===== src/rtl/mips_pkg.sv =====
// Shared encodings for the MEM stage: access sizes, FSM states and datapath width.
// Used by mem_stage and mem_lane_align (sub-word support selected by MEM_SUBWORD_EN).
package mips_pkg;

   localparam int unsigned DATA_W = 32;

   localparam logic [1:0] MEM_SIZE_B = 2'd0;
   localparam logic [1:0] MEM_SIZE_H = 2'd1;
   localparam logic [1:0] MEM_SIZE_W = 2'd2;

   typedef enum logic {
      S_IDLE = 1'b0,
      S_RESP = 1'b1
   } mem_state_e;

endpackage


===== src/rtl/mem_lane_align.sv =====
// Combinational lane handling: store replication and byte enables, load extract/extend,
// misalign detection. Sub-word support only when MEM_SUBWORD_EN is defined.
module mem_lane_align
   import mips_pkg::*;
(
   input  logic [1:0]        addr_lo_i,
   input  logic [1:0]        size_i,
   input  logic              signed_i,
   input  logic [DATA_W-1:0] store_data_i,
   input  logic [DATA_W-1:0] rdata_i,
   output logic [DATA_W-1:0] wdata_o,
   output logic [3:0]        be_o,
   output logic [DATA_W-1:0] rdata_o,
   output logic              misalign_o
);

`ifdef MEM_SUBWORD_EN
   logic [DATA_W-1:0] shifted;

   // Move the addressed lane down to bit 0 before extension.
   assign shifted = rdata_i >> {addr_lo_i, 3'b000};

   always_comb begin
      wdata_o    = store_data_i;
      be_o       = 4'hF;
      rdata_o    = rdata_i;
      misalign_o = 1'b0;
      unique case (size_i)
         MEM_SIZE_B: begin
            wdata_o = {4{store_data_i[7:0]}};
            be_o    = 4'b0001 << addr_lo_i;
            rdata_o = signed_i ? {{24{shifted[7]}}, shifted[7:0]} : {24'b0, shifted[7:0]};
         end
         MEM_SIZE_H: begin
            wdata_o    = {2{store_data_i[15:0]}};
            be_o       = addr_lo_i[1] ? 4'b1100 : 4'b0011;
            rdata_o    = signed_i ? {{16{shifted[15]}}, shifted[15:0]}
                                  : {16'b0, shifted[15:0]};
            misalign_o = addr_lo_i[0];
         end
         default: begin
            misalign_o = (addr_lo_i != 2'b00);
         end
      endcase
   end
`else
   logic unused_sub;

   assign unused_sub = ^{addr_lo_i, size_i, signed_i};
   assign wdata_o    = store_data_i;
   assign be_o       = 4'hF;
   assign rdata_o    = rdata_i;
   assign misalign_o = 1'b0;
`endif

endmodule


===== src/rtl/mem_stage.sv =====
// MEM pipeline stage: EX result register plus req/gnt/rvalid data-memory FSM.
// Define MEM_SUBWORD_EN for byte/half accesses and misalign dropping.
module mem_stage
   import mips_pkg::*;
#(
   parameter int unsigned ADDR_W = 32
) (
   input  logic              clk,
   input  logic              reset_n,
   input  logic              valid_i,
   input  logic [31:0]       aluResult_i,
   input  logic [31:0]       storeData_i,
   input  logic [4:0]        wb_addr_i,
   input  logic              c_MemRead_i,
   input  logic              c_MemWrite_i,
   input  logic [1:0]        c_MemSize_i,
   input  logic              c_MemSigned_i,
   input  logic              c_WBSrc2_i,
   input  logic              c_RegWrite_i,
   output logic              mem_stall,
   output logic              dmem_req,
   output logic              dmem_we,
   output logic [ADDR_W-1:0] dmem_addr,
   output logic [31:0]       dmem_wdata,
   output logic [3:0]        dmem_be,
   input  logic              dmem_gnt,
   input  logic              dmem_rvalid,
   input  logic [31:0]       dmem_rdata,
   output logic [31:0]       wbData_temp_o,
   output logic [31:0]       memData_o,
   output logic [4:0]        wb_addr_o,
   output logic              c_WBSrc2_o,
   output logic              c_RegWrite_o,
   output logic              mem_misalign_o
);

   logic        valid_q, rd_q, wr_q, signed_q, wbsrc2_q, regwrite_q;
   logic [31:0] alu_q, store_q;
   logic [4:0]  wb_addr_q;
   logic [1:0]  size_q;

   mem_state_e  state_q, state_d;
   logic        mem_op, misalign_raw, misalign, pending, load_done;
   logic [31:0] wdata_fmt, rdata_fmt;
   logic [3:0]  be_fmt;

   always_ff @(posedge clk or negedge reset_n) begin
      if (!reset_n) begin
         valid_q    <= 1'b0;
         alu_q      <= '0;
         store_q    <= '0;
         wb_addr_q  <= '0;
         rd_q       <= 1'b0;
         wr_q       <= 1'b0;
         size_q     <= MEM_SIZE_B;
         signed_q   <= 1'b0;
         wbsrc2_q   <= 1'b0;
         regwrite_q <= 1'b0;
      end else if (!mem_stall) begin
         valid_q    <= valid_i;
         alu_q      <= aluResult_i;
         store_q    <= storeData_i;
         wb_addr_q  <= wb_addr_i;
         rd_q       <= c_MemRead_i;
         wr_q       <= c_MemWrite_i;
         size_q     <= c_MemSize_i;
         signed_q   <= c_MemSigned_i;
         wbsrc2_q   <= c_WBSrc2_i;
         regwrite_q <= c_RegWrite_i;
      end
   end

   mem_lane_align u_align (
      .addr_lo_i    (alu_q[1:0]),
      .size_i       (size_q),
      .signed_i     (signed_q),
      .store_data_i (store_q),
      .rdata_i      (dmem_rdata),
      .wdata_o      (wdata_fmt),
      .be_o         (be_fmt),
      .rdata_o      (rdata_fmt),
      .misalign_o   (misalign_raw)
   );

   assign mem_op   = valid_q & (rd_q | wr_q);
   assign misalign = mem_op & misalign_raw;
   assign pending  = mem_op & ~misalign_raw;

   always_ff @(posedge clk or negedge reset_n) begin
      if (!reset_n) begin
         state_q <= S_IDLE;
      end else begin
         state_q <= state_d;
      end
   end

   always_comb begin
      state_d   = state_q;
      dmem_req  = 1'b0;
      mem_stall = 1'b0;
      load_done = 1'b0;
      unique case (state_q)
         S_IDLE: begin
            if (pending) begin
               dmem_req = 1'b1;
               if (!dmem_gnt) begin
                  mem_stall = 1'b1;
               end else if (rd_q) begin
                  mem_stall = 1'b1;
                  state_d   = S_RESP;
               end
            end
         end
         S_RESP: begin
            if (dmem_rvalid) begin
               load_done = 1'b1;
               state_d   = S_IDLE;
            end else begin
               mem_stall = 1'b1;
            end
         end
         default: state_d = S_IDLE;
      endcase
   end

   // Port data is gated by req so the bus reads all-zero when idle.
   assign dmem_we        = dmem_req & wr_q;
   assign dmem_addr      = {alu_q[ADDR_W-1:2], 2'b00};
   assign dmem_wdata     = dmem_req ? wdata_fmt : '0;
   assign dmem_be        = dmem_req ? be_fmt : 4'h0;
   assign wbData_temp_o  = alu_q;
   assign memData_o      = load_done ? rdata_fmt : '0;
   assign wb_addr_o      = wb_addr_q;
   assign c_WBSrc2_o     = wbsrc2_q;
   assign c_RegWrite_o   = valid_q & regwrite_q & ~mem_stall & ~misalign;
   assign mem_misalign_o = misalign;

endmodule

===== config.mk =====
export PLATFORM = sky130hd
export DESIGN_NAME = mem_stage
export DESIGN_NICKNAME = d
export VERILOG_FILES = /design/src/rtl/mips_pkg.sv /design/src/rtl/mem_lane_align.sv /design/src/rtl/mem_stage.sv
export SDC_FILE = /design/constraint.sdc
export NUM_CORES = 1
export LEC_CHECK = 0
export BUFFER_PORTS_ARGS = -buffer_cell sky130_fd_sc_hd__buf_2
export CORE_MARGIN = 4
export CORE_UTILIZATION = 37
export DETAILED_ROUTE_END_ITERATION = 6
export PLACE_DENSITY = 0.84
export SYNTH_ARGS = -nofsm -noshare
export SYNTH_HDL_FRONTEND = slang
export SYNTH_SLANG_ARGS = --single-unit

===== constraint.sdc =====
create_clock -name clk -period 1.65 [get_ports clk]
set_clock_uncertainty 0.1 [all_clocks]
set_input_delay 0.0825 -clock clk [delete_from_list [all_inputs] [get_ports clk]]
set_output_delay 0.0825 -clock clk [all_outputs]
set_load 0.01 [all_outputs]

==> metrics.md <==
| Metric | Value |
|---|---|
| Result of the run | `finished, violations left` |
| Violations in the final reports | `setup timing` |
| Adder-Cell Fraction of Synth Area | `0%` |
| Number of nets in the layout | `712` |
| Most frequent cells in the layout | `sky130_fd_sc_hd__buf_2 (232), sky130_fd_sc_hd__dlygate4sd3_1 (76), sky130_fd_sc_hd__dfrtp_1 (74)` |
| Final Hold Slack | `0.155 ns` |
| Yosys cell types | `16` |
| Nature of the critical path endpoint | `flip-flop` |
| Crit path setup slack, layout | `-0.221 ns` |
| Total of buffers placed on input and output ports | `249` |
| Maximum clock rate | `534 MHz` |
| Die Wd | `107 um` |
| Antenna violations before repair | `0` |
| Signed area change from the synthesized netlist to the final layout | `76.1%` |
| Start of the worst register-to-register path | `state_q` |
| Pre-antenna DRT Iters | `4` |
| Detailed-route wire length per cell | `18.6 um` |
| Number of endpoints with negative hold slack in the final report | `0` |
| Max VDD drop | `1.07 mV` |
| Data arrival time of the critical path | `1.98 ns` |
| DRT antenna net count | `0` |
| Maximum fanout encountered on the critical timing path | `23` |
| Unrepaired setup endpoints after global routing | `true` |
| H-tree depth | `3` |
| Number of flip-flops and latches in the synthesized netlist | `75` |
| Leakage power of the design | `3.41 nW` |
| Number of max-capacitance violations reported | `0` |
| Die Area | `11400 um2` |
| Final-report max-slew violation count | `0` |
| Vertical die dimension | `107 um` |
| Clock tree from TritonCTS | `built` |
| Global router's overall resource usage | `22.5%` |
| Violation count after the first detailed-route iteration | `146` |
| Final setup violation count | `112` |
| Cell area after synthesis | `3610 um2` |
| Post-place setup slack | `-0.134 ns` |
| Count of clock tree sinks | `75` |
| Clock latency at the later pin of the worst-skew pair | `0.33 ns` |
| Required time of the critical path | `1.76 ns` |
| Cell count after synthesis | `282` |
| Power density normalized to cell area | `2090 nW/um2` |
| CTS clock-pin slew for the worst setup and hold paths | `0.08 ns` |
| Number of placed instances with taps included | `623` |
| Synth Area in XOR/XNOR | `0%` |
| Fraction of final layout cells sized beyond drive strength 1 | `60.9%` |
| Share of the clock period used by the worst path | `113%` |
| Count of vias placed by the detailed router | `3420` |
| Maximum number of buffers from clock root to sink | `2` |
| Cell repeated most along the worst path | `sky130_fd_sc_hd__buf_6` |
| Most heavily used metal layer in global routing | `met2` |
| Most common library cell in the layout ignoring fill and taps | `sky130_fd_sc_hd__buf_2` |
| Routed Wire Length | `13.6 mm` |
| Fraction of the mapped netlist area in compound gates | `0.902%` |
| Final critical-path required period | `1.87 ns` |
| Placer congestion estimate | `0.800` |
| Avg Synthesized Cell Area | `12.8 um2` |
| Main combinational cell family by area after synthesis | `multiplexers` |
| Average vias per placed instance | `4.66` |
| Detailed placer's ending HPWL | `8.48 mm` |
| First-pass GRT wire length | `19.9 mm` |
| Worst path slowest cell | `sky130_fd_sc_hd__dfrtp_2` |
| Congestion Overflow GR | `0` |
| Post-route DRC | `0` |
| Number of buffers added by the clock tree synthesis step | `9` |
| Synth Area in Simple Gates | `12.3%` |
| Via count of the first global-routing pass | `3708` |
| Worst setup path category | `flip-flop to flip-flop` |
| Tightest Hold Check Type | `input port to async pin` |
| Share of synthesized area occupied by flip-flops and latches | `52.0%` |
| I/O pin count | `256` |
| Maximum number of pins on one net before global-route repair | `39` |
| Post-Layout Cell Count | `734` |
| Worst-path cell chain | `buf_6 > a221oi_4 > buf_6 > buf_12 > mux2_1` |
| Critical path launch point | `state_q` |
| Effective utilization at floorplan | `38.5%` |
| Yosys warns | `0` |
| Global-route track usage on met1 | `21.9%` |
| Area after detailed placement | `4790 um2` |
| Placeable Area | `9370 um2` |
| Grt met2 use | `45.1%` |
| GR Layer Usage met3 | `5.78%` |
| Clk root buf | `sky130_fd_sc_hd__clkbuf_8` |
| Startpoint Class | `flip-flop` |
| Number of core rows | `35` |
| Mux share of post-synthesis cell area | `23.1%` |
| Post-route design area | `6350 um2` |
| Crit path largest cell delay | `0.44 ns` |
| Core Util, Final | `67.8%` |
-- report_power, final --
part           switching, mW  leakage, nW  total [mW]  internal, mW
Clock                  0.730        0.120        1.75          1.02
Combinational           3.57         2.42        8.13          4.56
Sequential             0.631        0.874        3.43          2.80
Total                   4.93         3.41        13.3          8.38
-- worst paths after layout --
check | depth (start not counted) | to | slack (ns)
hold reg to reg | 1 | store_q[24] | 0.39
max in group asynchronous | 3 | state_q | 0.71
min in group clk | 3 | state_q | 0.20
hold / removal | 2 | wb_addr_o[1] | 0.16
setup reg to reg | 5 | store_q[13] | -0.22
setup / recovery | 5 | store_q[13] | -0.22
-- critical path, delay by kind of cell, from the launching register on --
| family | cells | cell delay (ns) |
|---|---|---|
| AO/OA/AOI/OAI | 1 | 0.31 |
| buffers and inverters | 3 | 0.51 |
| flip-flops | 1 | 0.44 |
| multiplexers | 1 | 0.36 |
-- final cells by class --
type,instances,area (um2)
clock inverter,7,124
sequential,75,1880
tap,129,161
clock buffer,9,124
inverter,1,3.75
multi-input combinational,153,1530
timing repair buffer,359,2530
antenna,1,2.50
fill,685,3020
-- routing by layer --
| layer | wire length (um) | share of wire, % |
|---|---|---|
| met1 | 4630 | 34 |
| met3 | 869 | 6.4 |
| met5 | 0 | 0 |
| met4 | 359 | 2.6 |
| met2 | 7770 | 57 |
-- sequential cells by signal (all words and copies together), names as in the netlist --
register and count:
c_WBSrc2_o 1, rd_q 1, regwrite_q 1, state_q 1, store_q 32, valid_q 1, wbData_temp_o 32, wb_addr_o 5
wr_q 1
-- logic make-up (layout without fill, tap and decap cells) --
logic type	count (synthesis)	count (layout)
and+or+nand+nor	74	74
buffers and inverters	56	376
other	1	4
muxes	74	74
AOI/OAI and AO/OA	2	2
DFF	75	75
-- synth_stat cells (all sizes together) --
| cell | n | share of area (%) |
|---|---|---|
| and3 | 33 | 5.7 |
| o22ai | 1 | 0.17 |
| and2 | 32 | 5.5 |
| dfrtp | 75 | 52 |
| buf | 46 | 11 |
| nand2b | 2 | 0.35 |
| conb | 1 | 0.10 |
| nor2 | 5 | 0.52 |
| nand2 | 2 | 0.21 |
| inv | 1 | 0.10 |
| a221oi | 1 | 0.73 |
| clkbuf | 9 | 0.94 |
| mux2 | 74 | 23 |
-- metrics by stage --
stage / total power, mW / TNS [ns]
3_5_place_dp: 9.22 / -7.24
3_3_place_gp: 8.99 / -2.64
5_1_grt: 14.0 / -20.96
4_1_cts: 12.3 / -15.48
6_report: 13.3 / -15.02
2_1_floorplan: 7.40 / -0.383
-- repair_timing --
item                                    4_1_cts  5_1_grt
pin swaps                                     3       10
hold buffers                                 76        0
hold endpoints to repair                    112        0
resized for setup                            50       52
setup buffers                                 6       11
cloned                                        2        2
endpoints found under the setup margin      115      117
No activity file was read; power rests on OpenSTA's default activity.
